===== src/rtl/rot_issue_ctrl_pkg.sv =====
// rtl/rot_issue_ctrl_pkg.sv - shared constants and request record for the rotator issue stage
package rot_issue_ctrl_pkg;

  localparam int ROT_NBIT            = 8;
  localparam int ROT_SBIT            = 3;
  localparam int ROT_FIFO_DEPTH_LOG2 = 2;

  typedef struct packed {
    logic [ROT_NBIT-1:0] data;
    logic [ROT_SBIT-1:0] amt;
  } rot_req_t;

endpackage


===== src/rtl/rot_issue_ctrl_if.sv =====
// rtl/rot_issue_ctrl_if.sv - request handshake and rotator-facing signals of the issue stage
interface rot_issue_ctrl_if
  import rot_issue_ctrl_pkg::*;
#(
  parameter int NBIT       = ROT_NBIT,
  parameter int SBIT       = ROT_SBIT,
  parameter int DEPTH_LOG2 = ROT_FIFO_DEPTH_LOG2
);

  logic                  i_req_vld;
  logic                  o_req_rdy;
  logic [NBIT-1:0]       i_req_data;
  logic [SBIT-1:0]       i_req_amt;
  logic [NBIT-1:0]       o_a;
  logic [SBIT-1:0]       o_sel;
  logic                  o_res_vld;
  logic [DEPTH_LOG2:0]   o_count;
  logic                  o_busy;

  modport slave (
    input  i_req_vld, i_req_data, i_req_amt,
    output o_req_rdy, o_a, o_sel, o_res_vld, o_count, o_busy
  );

  modport master (
    output i_req_vld, i_req_data, i_req_amt,
    input  o_req_rdy, o_a, o_sel, o_res_vld, o_count, o_busy
  );

endinterface


===== src/rtl/rot_req_fifo.sv =====
// rtl/rot_req_fifo.sv - synchronous request FIFO with registered count, no bypass paths
module rot_req_fifo #(
  parameter int WIDTH      = 11,
  parameter int DEPTH_LOG2 = 2
) (
  input  logic                  clk,
  input  logic                  rstn,
  input  logic                  push,
  input  logic                  pop,
  input  logic [WIDTH-1:0]      wdata,
  output logic [WIDTH-1:0]      rdata,
  output logic                  full,
  output logic                  empty,
  output logic [DEPTH_LOG2:0]   count
);

  localparam int DEPTH = 1 << DEPTH_LOG2;
  localparam logic [DEPTH_LOG2:0] FULL_CNT = (DEPTH_LOG2 + 1)'(DEPTH);

  logic [WIDTH-1:0]      mem [DEPTH];
  logic [DEPTH_LOG2-1:0] wr_ptr;
  logic [DEPTH_LOG2-1:0] rd_ptr;
  logic [DEPTH_LOG2:0]   cnt;
  logic                  do_push;
  logic                  do_pop;

  assign full    = (cnt == FULL_CNT);
  assign empty   = (cnt == '0);
  assign do_push = push & ~full;
  assign do_pop  = pop & ~empty;
  assign rdata   = mem[rd_ptr];
  assign count   = cnt;

  always_ff @(posedge clk) begin
    if (do_push) begin
      mem[wr_ptr] <= wdata;
    end
  end

  // Pointers wrap naturally at DEPTH; count alone distinguishes full from empty.
  always_ff @(posedge clk) begin
    if (!rstn) begin
      wr_ptr <= '0;
      rd_ptr <= '0;
      cnt    <= '0;
    end else begin
      if (do_push) wr_ptr <= wr_ptr + 1'b1;
      if (do_pop)  rd_ptr <= rd_ptr + 1'b1;
      case ({do_push, do_pop})
        2'b10:   cnt <= cnt + 1'b1;
        2'b01:   cnt <= cnt - 1'b1;
        default: cnt <= cnt;
      endcase
    end
  end

endmodule


===== src/rtl/rot_issue_ctrl.sv =====
// rtl/rot_issue_ctrl.sv - issue stage that feeds the registered-stage rotator with skewed selects
module rot_issue_ctrl
  import rot_issue_ctrl_pkg::*;
#(
  parameter int NBIT       = ROT_NBIT,
  parameter int SBIT       = ROT_SBIT,
  parameter int DEPTH_LOG2 = ROT_FIFO_DEPTH_LOG2
) (
  input  logic             i_clk,
  input  logic             i_rstn,
  rot_issue_ctrl_if.slave  bus
);

  logic [NBIT+SBIT-1:0] wdata;
  logic [NBIT+SBIT-1:0] rdata;
  logic                 full;
  logic                 empty;
  logic                 pop;
  logic [DEPTH_LOG2:0]  count;
  logic [NBIT-1:0]      a_q;
  logic [SBIT:0]        vld_q;
  logic [SBIT-1:0]      sel;

  assign wdata = {bus.i_req_data, bus.i_req_amt};
  // The rotator never stalls, so any queued entry issues on the next edge.
  assign pop   = ~empty;

  rot_req_fifo #(
    .WIDTH      (NBIT + SBIT),
    .DEPTH_LOG2 (DEPTH_LOG2)
  ) u_fifo (
    .clk   (i_clk),
    .rstn  (i_rstn),
    .push  (bus.i_req_vld),
    .pop   (pop),
    .wdata (wdata),
    .rdata (rdata),
    .full  (full),
    .empty (empty),
    .count (count)
  );

  always_ff @(posedge i_clk) begin
    if (!i_rstn) begin
      a_q   <= '0;
      vld_q <= '0;
    end else begin
      a_q   <= pop ? rdata[NBIT+SBIT-1:SBIT] : '0;
      vld_q <= {vld_q[SBIT-1:0], pop};
    end
  end

  // Select bit j is consumed by rotator stage SBIT-1-j, so it is delayed that many cycles.
  for (genvar j = 0; j < SBIT; j++) begin : g_skew
    localparam int K = SBIT - 1 - j;
    logic [K:0] sh;

    always_ff @(posedge i_clk) begin
      if (!i_rstn) begin
        sh <= '0;
      end else begin
        sh[0] <= pop & rdata[j];
        for (int d = 1; d <= K; d++) begin
          sh[d] <= sh[d-1];
        end
      end
    end

    assign sel[j] = sh[K];
  end

  assign bus.o_req_rdy = ~full;
  assign bus.o_count   = count;
  assign bus.o_a       = a_q;
  assign bus.o_sel     = sel;
  assign bus.o_res_vld = vld_q[SBIT];
  assign bus.o_busy    = (count != '0) | (|vld_q);

endmodule


===== src/flat_wrapper.sv =====
// flat-port wrapper written by rule: the top's interface ports become plain ports
module rot_issue_ctrl_flat import rot_issue_ctrl_pkg::*;
#(
  parameter int NBIT       = ROT_NBIT,
  parameter int SBIT       = ROT_SBIT,
  parameter int DEPTH_LOG2 = ROT_FIFO_DEPTH_LOG2
)
  (i_clk, i_rstn, bus_i_req_vld, bus_i_req_data, bus_i_req_amt, bus_o_req_rdy, bus_o_a, bus_o_sel, bus_o_res_vld, bus_o_count, bus_o_busy);
  rot_issue_ctrl_if #(.NBIT(NBIT), .SBIT(SBIT), .DEPTH_LOG2(DEPTH_LOG2)) bus_i ();
  input  logic i_clk;
  input  logic i_rstn;
  input wire logic [$bits(bus_i.i_req_vld)-1:0] bus_i_req_vld;
  input wire logic [$bits(bus_i.i_req_data)-1:0] bus_i_req_data;
  input wire logic [$bits(bus_i.i_req_amt)-1:0] bus_i_req_amt;
  output wire logic [$bits(bus_i.o_req_rdy)-1:0] bus_o_req_rdy;
  output wire logic [$bits(bus_i.o_a)-1:0] bus_o_a;
  output wire logic [$bits(bus_i.o_sel)-1:0] bus_o_sel;
  output wire logic [$bits(bus_i.o_res_vld)-1:0] bus_o_res_vld;
  output wire logic [$bits(bus_i.o_count)-1:0] bus_o_count;
  output wire logic [$bits(bus_i.o_busy)-1:0] bus_o_busy;
  assign bus_i.i_req_vld = bus_i_req_vld;
  assign bus_i.i_req_data = bus_i_req_data;
  assign bus_i.i_req_amt = bus_i_req_amt;
  assign bus_o_req_rdy = bus_i.o_req_rdy;
  assign bus_o_a = bus_i.o_a;
  assign bus_o_sel = bus_i.o_sel;
  assign bus_o_res_vld = bus_i.o_res_vld;
  assign bus_o_count = bus_i.o_count;
  assign bus_o_busy = bus_i.o_busy;
  rot_issue_ctrl #(.NBIT(NBIT), .SBIT(SBIT), .DEPTH_LOG2(DEPTH_LOG2)) u_core (.i_clk(i_clk), .i_rstn(i_rstn), .bus(bus_i));
endmodule

===== config.mk =====
export PLATFORM = sky130hd
export DESIGN_NAME = rot_issue_ctrl_flat
export DESIGN_NICKNAME = d
export VERILOG_FILES = /design/src/rtl/rot_issue_ctrl_pkg.sv /design/src/rtl/rot_issue_ctrl_if.sv /design/src/rtl/rot_req_fifo.sv /design/src/rtl/rot_issue_ctrl.sv /design/src/flat_wrapper.sv
export SDC_FILE = /design/constraint.sdc
export NUM_CORES = 1
export LEC_CHECK = 0
export BUFFER_PORTS_ARGS = -buffer_cell sky130_fd_sc_hd__buf_2
export CORE_MARGIN = 8
export CORE_UTILIZATION = 53
export CTS_CLUSTER_DIAMETER = 40
export DETAILED_ROUTE_END_ITERATION = 16
export PLACE_DENSITY = 0.71
export RECOVER_POWER = 100
export SETUP_SLACK_MARGIN = 0.3
export SYNTH_ARGS = -nofsm -noshare
export SYNTH_HDL_FRONTEND = slang
export SYNTH_SLANG_ARGS = --single-unit

===== constraint.sdc =====
create_clock -name i_clk -period 2 [get_ports i_clk]
set_input_delay 0.2 -clock i_clk [delete_from_list [all_inputs] [get_ports i_clk]]
set_output_delay 0.2 -clock i_clk [all_outputs]
set_load 0.005 [all_outputs]

==> flow_metrics.env, run 1 <==
export IMPL_status="complete, no violations"
export IMPL_synth_compound_area_share=0.02775
export IMPL_yosysTopAreaCellShare=0.5053
export IMPL_clock_root_buffer="clkbuf_8"
export IMPL_end_kind="register"
export IMPL_antenna_found_initial=0
export IMPL_finalCriticalPeriod_ns=1.705
export IMPL_die_y_um=86.24
export IMPL_startpoint_type="register"
export IMPL_syn_inst=157
export IMPL_gp_congestion=0.8230
export IMPL_die_w_um=86.24
export IMPL_dr_total_vias=1395
export IMPL_die_area_um2=7437
export IMPL_synth_top_family_by_area="multiplexers"
export IMPL_ant_nets=0
export IMPL_timing_fmax_ghz=0.5865
export IMPL_cts_buffer_depth=2
export IMPL_grt_max_degree=29
export IMPL_crit_type="reg2reg"
export IMPL_portBuffers=30
export IMPL_grt_pass1_wl_mm=7.562
export IMPL_yosysUniqueCellTypes=29
export IMPL_relSlewSlack=0.6159
export IMPL_hpwl_mm=3.028
export IMPL_setup_violations_final=0
export IMPL_core_um2=4755
export IMPL_peakVddDrop_mv=0.6214
export IMPL_cts_sinks=71
export IMPL_ys_seq_area_frac=0.7120
export IMPL_placed_cells=250
export IMPL_insertion_delay_ns=0.33
export IMPL_utilization=0.6276
export IMPL_synth_area_per_cell_um2=16.66
export IMPL_dr_first_iter_drc_count=98
export IMPL_wl_per_cell_um=17.24
export IMPL_place_ws_ns=0.2480
export IMPL_cp_max_fo=11
export IMPL_synth_area_um2=2615
export IMPL_fp_row_count=25
export IMPL_postCtsHoldBufs=0
export IMPL_grt_usage=0.1371
export IMPL_worst_pin_slew_ns=0.5754
export IMPL_yosysWarnings=0
export IMPL_yosys_mux_area_fraction=0.1038
export IMPL_boundaryPins=31
export IMPL_syn_nets=176
export IMPL_fin_crit_sh=0.8525
export IMPL_maxCapViolCount=0
export IMPL_synth_area_leaders="edfxtp_1 51%, dfxtp_1 21%, mux4_2 8.6%, and3_1 3.1%, and2_1 2.6%"
export IMPL_synth_largest_area_cell="edfxtp_1"
export IMPL_cts_reportedPaths_clkPinSlew_ns=0.07
export IMPL_htreeDepth=3
export IMPL_drc_errors=0
export IMPL_p_total_mw=3.684
export IMPL_synth_fa_ha_area_frac=0.02679
export IMPL_grt_overflow_total=0
export IMPL_syn2layout_area_growth_pct=14.11
export IMPL_drt_first_pass_iters=4
export IMPL_drive_gt1_frac=0.2266
export IMPL_ys_ff_latch=71
export IMPL_worstPathArrival_ns=1.73
export IMPL_cellLeakagePower_nw=1.106
export IMPL_required_ns=2.03
export IMPL_powerDensity_nw_per_um2=1235
export IMPL_vias_per_cell=5.167
export IMPL_skew_ns=0.006424
export IMPL_num_antenna_cells=0
export IMPL_fin_setup_tns_ns=0
export IMPL_worstHoldPathType="in2reg"
export IMPL_worst_slack_ns=0.2950
export IMPL_synth_simple_area_share=0.09187
export IMPL_hold_violations=0
export IMPL_cts_buffers=9
export IMPL_grt_pass1_vias=1553
export IMPL_fin_nets=217
export IMPL_final_max_slew_viol_count=0
export IMPL_synth_xor_area_frac=0.003349
export IMPL_initial_core_util=0.5500
export IMPL_rsz0062_at_grt="yes"
export IMPL_layoutNonFillerInstCount=270
export IMPL_wl_mm=4.655
export IMPL_cts_tree="done"
power breakdown:
group | internal [mW] | switching (mW)
registers | 1.78 | 0.114
logic | 0.437 | 0.419
clock network | 0.445 | 0.490
total | 2.66 | 1.02
worst max-delay path, cell delays in order (launching register included):
cell and delay (ns):
dfxtp_1 0.39, buf_4 0.18, nor2_1 0.08, a21boi_0 0.23
buf_4 0.17, and2_1 0.13, buf_4 0.21
per-layer routing:
metal  up-vias  share of wire  GRT usage  wire, um
li1        659              -          -         -
met1       695           0.43     0.1520      2023
met2        31           0.50     0.2281      2339
met3        10          0.041    0.04537       193
met4         0          0.021    0.07512        98
met5         -              0          0         0
cell usage after synthesis:
library cell / n
ha_1: 4
a21oi_1: 1
and2_1: 11
nor4b_1: 2
nor4_1: 1
or3_1: 1
dfxtp_1: 27
fa_1: 1
o31a_1: 1
buf_6: 2
nor3_1: 1
mux4_2: 10
xnor2_1: 1
o221a_2: 2
mux4_1: 1
nand2b_1: 1
inv_1: 5
a21boi_2: 1
clkbuf_1: 3
and3_1: 13
mux2i_1: 2
a21boi_0: 1
nand2_1: 9
edfxtp_1: 44
o21ai_0: 1
buf_4: 3
o31ai_2: 1
nor2_1: 4
buf_2: 3
registers in the layout, summed over array words and instances, names as in the netlist, named ones only:
signal and flops:
u_core.u_fifo.mem 44, u_core.bus.o_a 8, u_core.g_skew.sh 6, u_core.vld_q 4, u_core.u_fifo.count 3, u_core.u_fifo.rd_ptr 2, u_core.u_fifo.wr_ptr 2
kinds of logic (layout without fill, tap and decap cells):
group,Yosys count,count (layout)
fa+ha+maj,5,5
compound gates,8,8
simple gates,43,43
xor+xnor,1,1
mux,13,13
flops,71,71
buf+inv,16,62
per-stage QoR:
step	hold WS, ns	area, um2
CTS	0.06413	3005
finish	0.1200	2984
detailed placement	0.4158	2839
global route	0.1171	2984
floorplan	0.2989	2636
global placement	0.4082	2839
final timing paths:
path / to / depth (start not counted) / slack, ns / start
hold / removal: u_core.u_fifo.mem[1][10]$_DFFE_PP_ / 1 / 0.12 / bus_i_req_data[7]
hold reg to reg: u_core.g_skew[0].sh[2]$_SDFF_PN0_ / 1 / 0.44 / u_core.g_skew[0].sh[1]$_SDFF_PN0_
setup reg to reg: u_core.u_fifo.mem[1][10]$_DFFE_PP_ / 6 / 0.29 / u_core.u_fifo.count[0]$_SDFFE_PN0P_
setup / recovery: u_core.u_fifo.mem[1][10]$_DFFE_PP_ / 6 / 0.29 / u_core.u_fifo.count[0]$_SDFFE_PN0P_
cell usage in the layout (no fill, tap or decap), drive strengths merged:
cell and instances:
clkinv 3, inv 5, dfxtp 27, ha 4, nand2b 1, nor3 1
o21ai 1, nand2 9, nor2 4, edfxtp 44, buf 16, clkbuf 37
o221a 2, or3 1, fa 1, nor4 1, xnor2 1, and3 13
o31a 1, clkinvlp 1, mux2i 2, o31ai 1, a21boi 2, nor4b 2
and2 11, a21oi 1, mux4 11
cell type report:
class	count	area (um2)
clock inverters	4	22.52
well taps	67	83.83
inverters	5	18.77
clock buffers	12	135.1
flip-flops and latches	71	1863
multi-input cells	70	665.6
repair buffers	41	195.2
fillers	385	1770
repair_timing:
item                                    CTS  global route
gates resized for setup                   1             3
endpoints found under the setup margin    2            47
setup buffers                             1             3
pin swaps                                 1             2
gates cloned                              0             0
endpoints found under the hold margin     0             0
Power figures use the tool's default switching activity.
==> run 2: changes to the inputs <==
Settings changed: CORE_UTILIZATION 53 to 50, PLACE_DENSITY 0.71 to 0.67.
==> run 2 against run 1 <==
  * First-iteration DRC count is 23% lower
  * Highest routed layer unchanged
  * Die area grew 4.9%
  * Final cell count rose by 0.74%
  * Worst hold slack improved by 0.0083 ns
  * Fmax is 1.1% lower
  * Critical path type unchanged
  * Flip-flop and latch count did not move
  * Power is 1.4% higher
==> flow_metrics.env, run 2 (synthesis results as in run 1) <==
export IMPL_drc_errors=0
export IMPL_cpPeakStageDelay_ns=0.44
export IMPL_gp_congestion=0.7814
export IMPL_ant_nets=0
export IMPL_antenna_found_initial=0
export IMPL_peakVddDrop_mv=0.5439
export IMPL_cts_tree="done"
export IMPL_grt_pass1_vias=1486
export IMPL_cellLeakagePower_nw=1.113
export IMPL_final_max_slew_viol_count=0
export IMPL_num_antenna_cells=0
export IMPL_boundaryPins=31
export IMPL_cp_max_fo=8
export IMPL_die_area_um2=7800
export IMPL_grt_overflow_total=0
export IMPL_htreeDepth=3
export IMPL_layout_common_cells="44 x edfxtp_1, 26 x dfxtp_1, 24 x clkbuf_1, 13 x and3_1"
export IMPL_fin_nets=216
export IMPL_insertion_delay_ns=0.33
export IMPL_relSlewSlack=0.6266
export IMPL_worstPathArrival_ns=2.00
export IMPL_initial_core_util=0.5153
export IMPL_place_ws_ns=0.1510
export IMPL_skew_ns=0.005789
export IMPL_dr_total_vias=1383
export IMPL_path_cells="or3_1 > nand2_2 > fa_1 > a21oi_1 > o221a_2"
export IMPL_startpoint_type="register"
export IMPL_grt_pass1_wl_mm=7.417
export IMPL_fp_row_count=26
export IMPL_vias_per_cell=5.085
export IMPL_rsz0062_at_grt="yes"
export IMPL_worst_slack_ns=0.2752
export IMPL_status="complete, no violations"
export IMPL_final_common_cell="edfxtp_1"
export IMPL_die_w_um=88.32
export IMPL_worstHoldPathType="in2reg"
export IMPL_regMostFlops="u_core.u_fifo.mem"
export IMPL_finalCriticalPeriod_ns=1.725
export IMPL_maxCapViolCount=0
export IMPL_cts_buffers=9
export IMPL_fin_setup_tns_ns=0
export IMPL_portBuffers=30
export IMPL_wl_per_cell_um=16.82
export IMPL_grt_usage=0.1307
export IMPL_cts_buffer_depth=2
export IMPL_worst_pin_slew_ns=0.5593
export IMPL_p_total_mw=3.735
export IMPL_timing_fmax_ghz=0.5798
export IMPL_largest_reg_flops=44
export IMPL_fillers=429
export IMPL_end_kind="register"
export IMPL_cts_reportedPaths_clkPinSlew_ns=0.07
export IMPL_grt_max_degree=29
export IMPL_crit_path_top_delay_cell="fa_1"
export IMPL_syn2layout_area_growth_pct=15.02
export IMPL_crit_type="reg2reg"
export IMPL_powerDensity_nw_per_um2=1242
export IMPL_clock_root_buffer="clkbuf_8"
export IMPL_drt_first_pass_iters=4
export IMPL_die_y_um=88.32
export IMPL_setup_violations_final=0
export IMPL_cts_sinks=71
export IMPL_core_um2=5075
export IMPL_fin_crit_sh=0.8624
export IMPL_dr_first_iter_drc_count=75
export IMPL_wl_mm=4.575
export IMPL_drive_gt1_frac=0.2426
export IMPL_required_ns=2.28
export IMPL_hpwl_mm=2.983
export IMPL_hold_violations=0
export IMPL_postCtsHoldBufs=0
run 2: changes by cell type in the layout (fill, tap and decap cells not counted), sizes merged:
cell    previous run  this run
clkbuf            37        39
buf               16        13
run 2: final timing paths:
check	from	end	slack, ns	depth (start not counted)
max	u_core.u_fifo.count[2]$_SDFFE_PN0P_	u_core.u_fifo.count[1]$_SDFFE_PN0P_	0.28	5
max reg2reg	u_core.u_fifo.count[2]$_SDFFE_PN0P_	u_core.u_fifo.count[1]$_SDFFE_PN0P_	0.28	5
min reg2reg	u_core.g_skew[0].sh[0]$_SDFF_PN0_	u_core.g_skew[0].sh[1]$_SDFF_PN0_	0.44	1
min	bus_i_req_data[4]	u_core.u_fifo.mem[2][7]$_DFFE_PP_	0.13	1
run 2: worst max-delay path: cells and delay by family, from the launching register on:
family | cells | cell delay (ns)
compound gates | 2 | 0.35
fa+ha+maj | 1 | 0.44
simple gates | 2 | 0.50
flops | 1 | 0.38
run 2: metrics by stage:
stage / hold WS, ns / cell area [um2] / utilization / std cells
floorplan: 0.2989 / 2636 / - / 157
global placement: 0.4099 / 2835 / 0.5587 / 252
detailed placement: 0.4219 / 2835 / 0.5587 / 252
CTS: 0.06261 / 3014 / 0.5939 / 269
global route: 0.1333 / 3008 / 0.5927 / 272
finish: 0.1283 / 3008 / 0.5927 / 272
run 2: timing repair:
action,CTS,global route
setup endpoints to repair,2,2
pin swaps,1,1
resized for setup,2,8
buffers inserted,1,3
run 2: power by group:
group	internal (mW)	total [mW]	switching (mW)
Sequential	1.78	1.90	0.120
Clock	0.476	0.962	0.486
Combinational	0.447	0.873	0.426
Total	2.70	3.74	1.03
run 2: cell type report:
class	instances	area, um2	share of cell area
clock buffers	12	145.1	0.04825
clock inverters	4	21.27	0.007072
inverters	5	18.77	0.006240
multi-input cells	70	680.7	0.2263
flip-flops and latches	71	1866	0.6202
well taps	70	87.58	0.02912
repair buffers	40	188.9	0.06281
run 2: routing by layer:
metal	track usage	wire, um	vias up
met5	0	0	-
met3	0.04643	233	10
li1	-	-	661
met2	0.2084	2268	31
met1	0.1525	1983	681
met4	0.06605	91	0
==> run 3: changes to the inputs <==
Settings changed: SYNTH_HIERARCHICAL set to 1.
==> run 3 against run 2 <==
  * Via count decreased by 0.22%
  * Count of clock-buffer cells in the layout rose by 1
  * Synthesized cell count shrank 0.64%
  * Fmax fell by 13%
  * Global-route usage grew 0.63 points
  * Final cell count up 1.8%
  * Non-clock buffer count grew 3
  * Flip-flop and latch count stayed put
  * Combinational power up 5.6%
  * Core utilization rose by 2.6 points
  * Largest cell class unchanged
  * Largest power group unchanged
  * Highest routed layer unchanged
==> flow_metrics.env, run 3 <==
export IMPL_cts_reportedPaths_clkPinSlew_ns=0.07
export IMPL_status="complete, no violations"
export IMPL_hold_ws_ns=0.1280
export IMPL_yosysUniqueCellTypes=27
export IMPL_die_w_um=88.63
export IMPL_grt_max_degree=18
export IMPL_worst_pin_slew_ns=0.5917
export IMPL_dr_total_vias=1380
export IMPL_relSlewSlack=0.6050
export IMPL_layout_common_cells="44 x edfxtp_1, 24 x dfxtp_1, 20 x clkbuf_1, 18 x and2_2"
export IMPL_synth_xor_area_frac=0.006641
export IMPL_required_ns=2.26
export IMPL_ant_nets=0
export IMPL_ys_seq_area_frac=0.7059
export IMPL_vias_per_cell=4.982
export IMPL_final_common_cell="edfxtp_1"
export IMPL_die_area_um2=7855
export IMPL_cpPeakStageDelay_ns=0.38
export IMPL_worstHoldPathType="in2reg"
export IMPL_grt_busiest_layer="met2"
export IMPL_rr_worst_depth=9
export IMPL_place_ws_ns=-0.001994
export IMPL_yosysWarnings=6
export IMPL_synth_commonest_cells="44 x edfxtp_1, 27 x dfxtp_1, 17 x and2_2, 11 x mux4_2, 8 x nand2_1"
export IMPL_final_max_slew_viol_count=0
export IMPL_core_um2=5107
export IMPL_cp_max_fo=6
export IMPL_p_total_mw=3.984
export IMPL_async_flop_share=0
export IMPL_insertion_delay_ns=0.33
export IMPL_grt_use_met1=0.1543
export IMPL_drc_errors=0
export IMPL_synth_area_per_cell_um2=16.91
export IMPL_cts_sinks=71
export IMPL_crit_path_top_delay_cell="dfxtp_4"
export IMPL_drt_first_pass_iters=6
export IMPL_regToRegStartpoint="u_core/u_fifo/count[2]$_SDFFE_PN0P_"
export IMPL_grt_use_met2=0.2230
export IMPL_syn2layout_area_growth_pct=19.73
export IMPL_ys_ff_latch=71
export IMPL_hold_violations=0
export IMPL_antenna_found_initial=0
export IMPL_num_antenna_cells=0
export IMPL_r2r_setup_slack_ns=0.01
export IMPL_drive_gt1_frac=0.3913
export IMPL_grt_pass1_vias=1533
export IMPL_synth_edf_count=44
export IMPL_synth_compound_area_share=0.01518
export IMPL_fin_nets=222
export IMPL_maxCapViolCount=0
export IMPL_worst_slack_ns=0.01311
export IMPL_gp_congestion=0.7259
export IMPL_grt_use_met3=0.04828
export IMPL_synth_simple_area_share=0.1058
export IMPL_cts_buffers=9
export IMPL_fp_row_count=26
export IMPL_end_kind="register"
export IMPL_largest_reg_flops=44
export IMPL_clock_root_buffer="clkbuf_8"
export IMPL_die_y_um=88.63
export IMPL_skew_ns=0.006558
export IMPL_finalCriticalPeriod_ns=1.987
export IMPL_min_to="u_core/u_fifo/mem[2][1]$_DFFE_PP_"
export IMPL_initial_core_util=0.5164
export IMPL_cellLeakagePower_nw=1.142
export IMPL_boundaryPins=31
export IMPL_worstPathArrival_ns=2.25
export IMPL_timing_fmax_ghz=0.5033
export IMPL_crit_type="reg2reg"
export IMPL_synth_fa_ha_area_frac=0.03131
export IMPL_regMostFlops="u_core/u_fifo/mem"
export IMPL_yosysMostFrequentCell="edfxtp_1"
export IMPL_grt_overflow_total=0
export IMPL_synthFlopType="edfxtp_1"
export IMPL_hold_start="bus_i_req_amt[1]"
export IMPL_syn_nets=176
export IMPL_rsz0062_at_grt="yes"
export IMPL_worst_path_most_repeated_cell="inv_2"
export IMPL_postPlaceCellArea_um2=2899
export IMPL_grt_usage=0.1370
export IMPL_htreeDepth=3
export IMPL_synth_area_leaders="edfxtp_1 50%, dfxtp_1 20%, mux4_2 9.4%, and2_2 4.8%, ha_1 2.4%"
export IMPL_grt_pass1_wl_mm=7.672
export IMPL_stdcell_area_um2=3158
export IMPL_r2r_end="u_core/u_fifo/count[2]$_SDFFE_PN0P_"
export IMPL_startpoint_type="register"
export IMPL_synth_top_family_by_area="simple AND/OR/NAND/NOR gates"
export IMPL_holdPathStages=1
export IMPL_cts_tree="done"
export IMPL_fillers=395
export IMPL_synth_largest_area_cell="edfxtp_1"
export IMPL_yosys_mux_area_fraction=0.1015
export IMPL_setup_violations_final=0
export IMPL_fin_crit_sh=0.9934
export IMPL_powerDensity_nw_per_um2=1261
export IMPL_cts_buffer_depth=2
export IMPL_syn_inst=156
export IMPL_wl_per_cell_um=17.29
export IMPL_wl_mm=4.789
export IMPL_peakVddDrop_mv=0.6355
export IMPL_dr_first_iter_drc_count=80
export IMPL_hpwl_mm=3.072
export IMPL_synth_area_um2=2638
export IMPL_path_cells="nor3b_4 > nor2b_2 > inv_2 > ha_4 > inv_2 > fa_2 > xor2_1 > or3_1 > a21boi_2"
export IMPL_portBuffers=30
export IMPL_yosysTopAreaCellShare=0.5009
[run 3: changes by cell type after synthesis, moves of 4 or more]
cell and delta:
and2_1 -5, o21ai_0 +4, nor2_1 -4, and2_2 +17, and3_1 -13
[run 3: worst max path at each step]
stage / from / end / cells after the start
finish: u_core/u_fifo/count[2]$_SDFFE_PN0P_ / u_core/u_fifo/count[2]$_SDFFE_PN0P_ / 9
global route: u_core/u_fifo/count[2]$_SDFFE_PN0P_ / u_core/u_fifo/count[2]$_SDFFE_PN0P_ / 9
CTS: u_core/u_fifo/count[2]$_SDFFE_PN0P_ / u_core/u_fifo/count[2]$_SDFFE_PN0P_ / 9
detailed placement: u_core/u_fifo/count[2]$_SDFFE_PN0P_ / u_core/u_fifo/count[2]$_SDFFE_PN0P_ / 9
global placement: u_core/u_fifo/count[2]$_SDFFE_PN0P_ / u_core/u_fifo/count[2]$_SDFFE_PN0P_ / 9
floorplan: u_core/u_fifo/count[0]$_SDFFE_PN0P_ / u_core/u_fifo/count[2]$_SDFFE_PN0P_ / 10
[run 3: final cells by class]
| type | count | area, um2 | share of cell area |
|---|---|---|---|
| well taps | 70 | 87.58 | 0.02773 |
| inverters | 8 | 30.03 | 0.009509 |
| flip-flops and latches | 71 | 1873 | 0.5931 |
| repair buffers | 43 | 227.7 | 0.07211 |
| clock inverters | 3 | 41.29 | 0.01307 |
| clock buffers | 13 | 168.9 | 0.05349 |
| multi-input cells | 69 | 729.5 | 0.2310 |
[run 3: where the power goes]
part,internal (mW),switching [mW],total (mW)
Clock,0.675,0.489,1.16
Combinational,0.495,0.428,0.922
Sequential,1.79,0.106,1.90
Total,2.96,1.02,3.98
[run 3: logic make-up (layout without fill, tap and decap cells)]
logic type / count (synthesis) / in the layout
compound gates: 7 / 7
xor+xnor: 2 / 2
fa+ha+maj: 6 / 6
buf+inv: 16 / 67
flops: 71 / 71
mux: 13 / 13
simple gates: 41 / 41
[run 3: repair_timing]
action,in CTS,in global routing
setup endpoints to repair,10,8
cloned,0,0
setup buffers,5,2
gates resized for setup,5,2
hold buffers,0,0
pin swaps,1,1
[run 3: metal layers]
metal  vias up  part of all wire
li1        648                 -
met1       686              0.42
met2        36              0.51
met3        10             0.048
met4         0             0.020
met5         -                 0
[run 3: metrics by stage]
stage	utilization	cells	setup TNS, ns
2_1_floorplan	-	156	0
3_3_place_gp	0.5676	254	0
3_5_place_dp	0.5676	254	-0.001994
4_1_cts	0.6191	275	0
5_1_grt	0.6183	277	-0.04345
6_report	0.6183	277	0
[run 3: worst max-delay path, delay by kind of cell (launching register included)]
family / cells / cell delay [ns]
simple gates: 3 / 0.67
fa+ha+maj: 2 / 0.46
flops: 1 / 0.38
xor+xnor: 1 / 0.16
compound gates: 1 / 0.15
buf+inv: 2 / 0.10
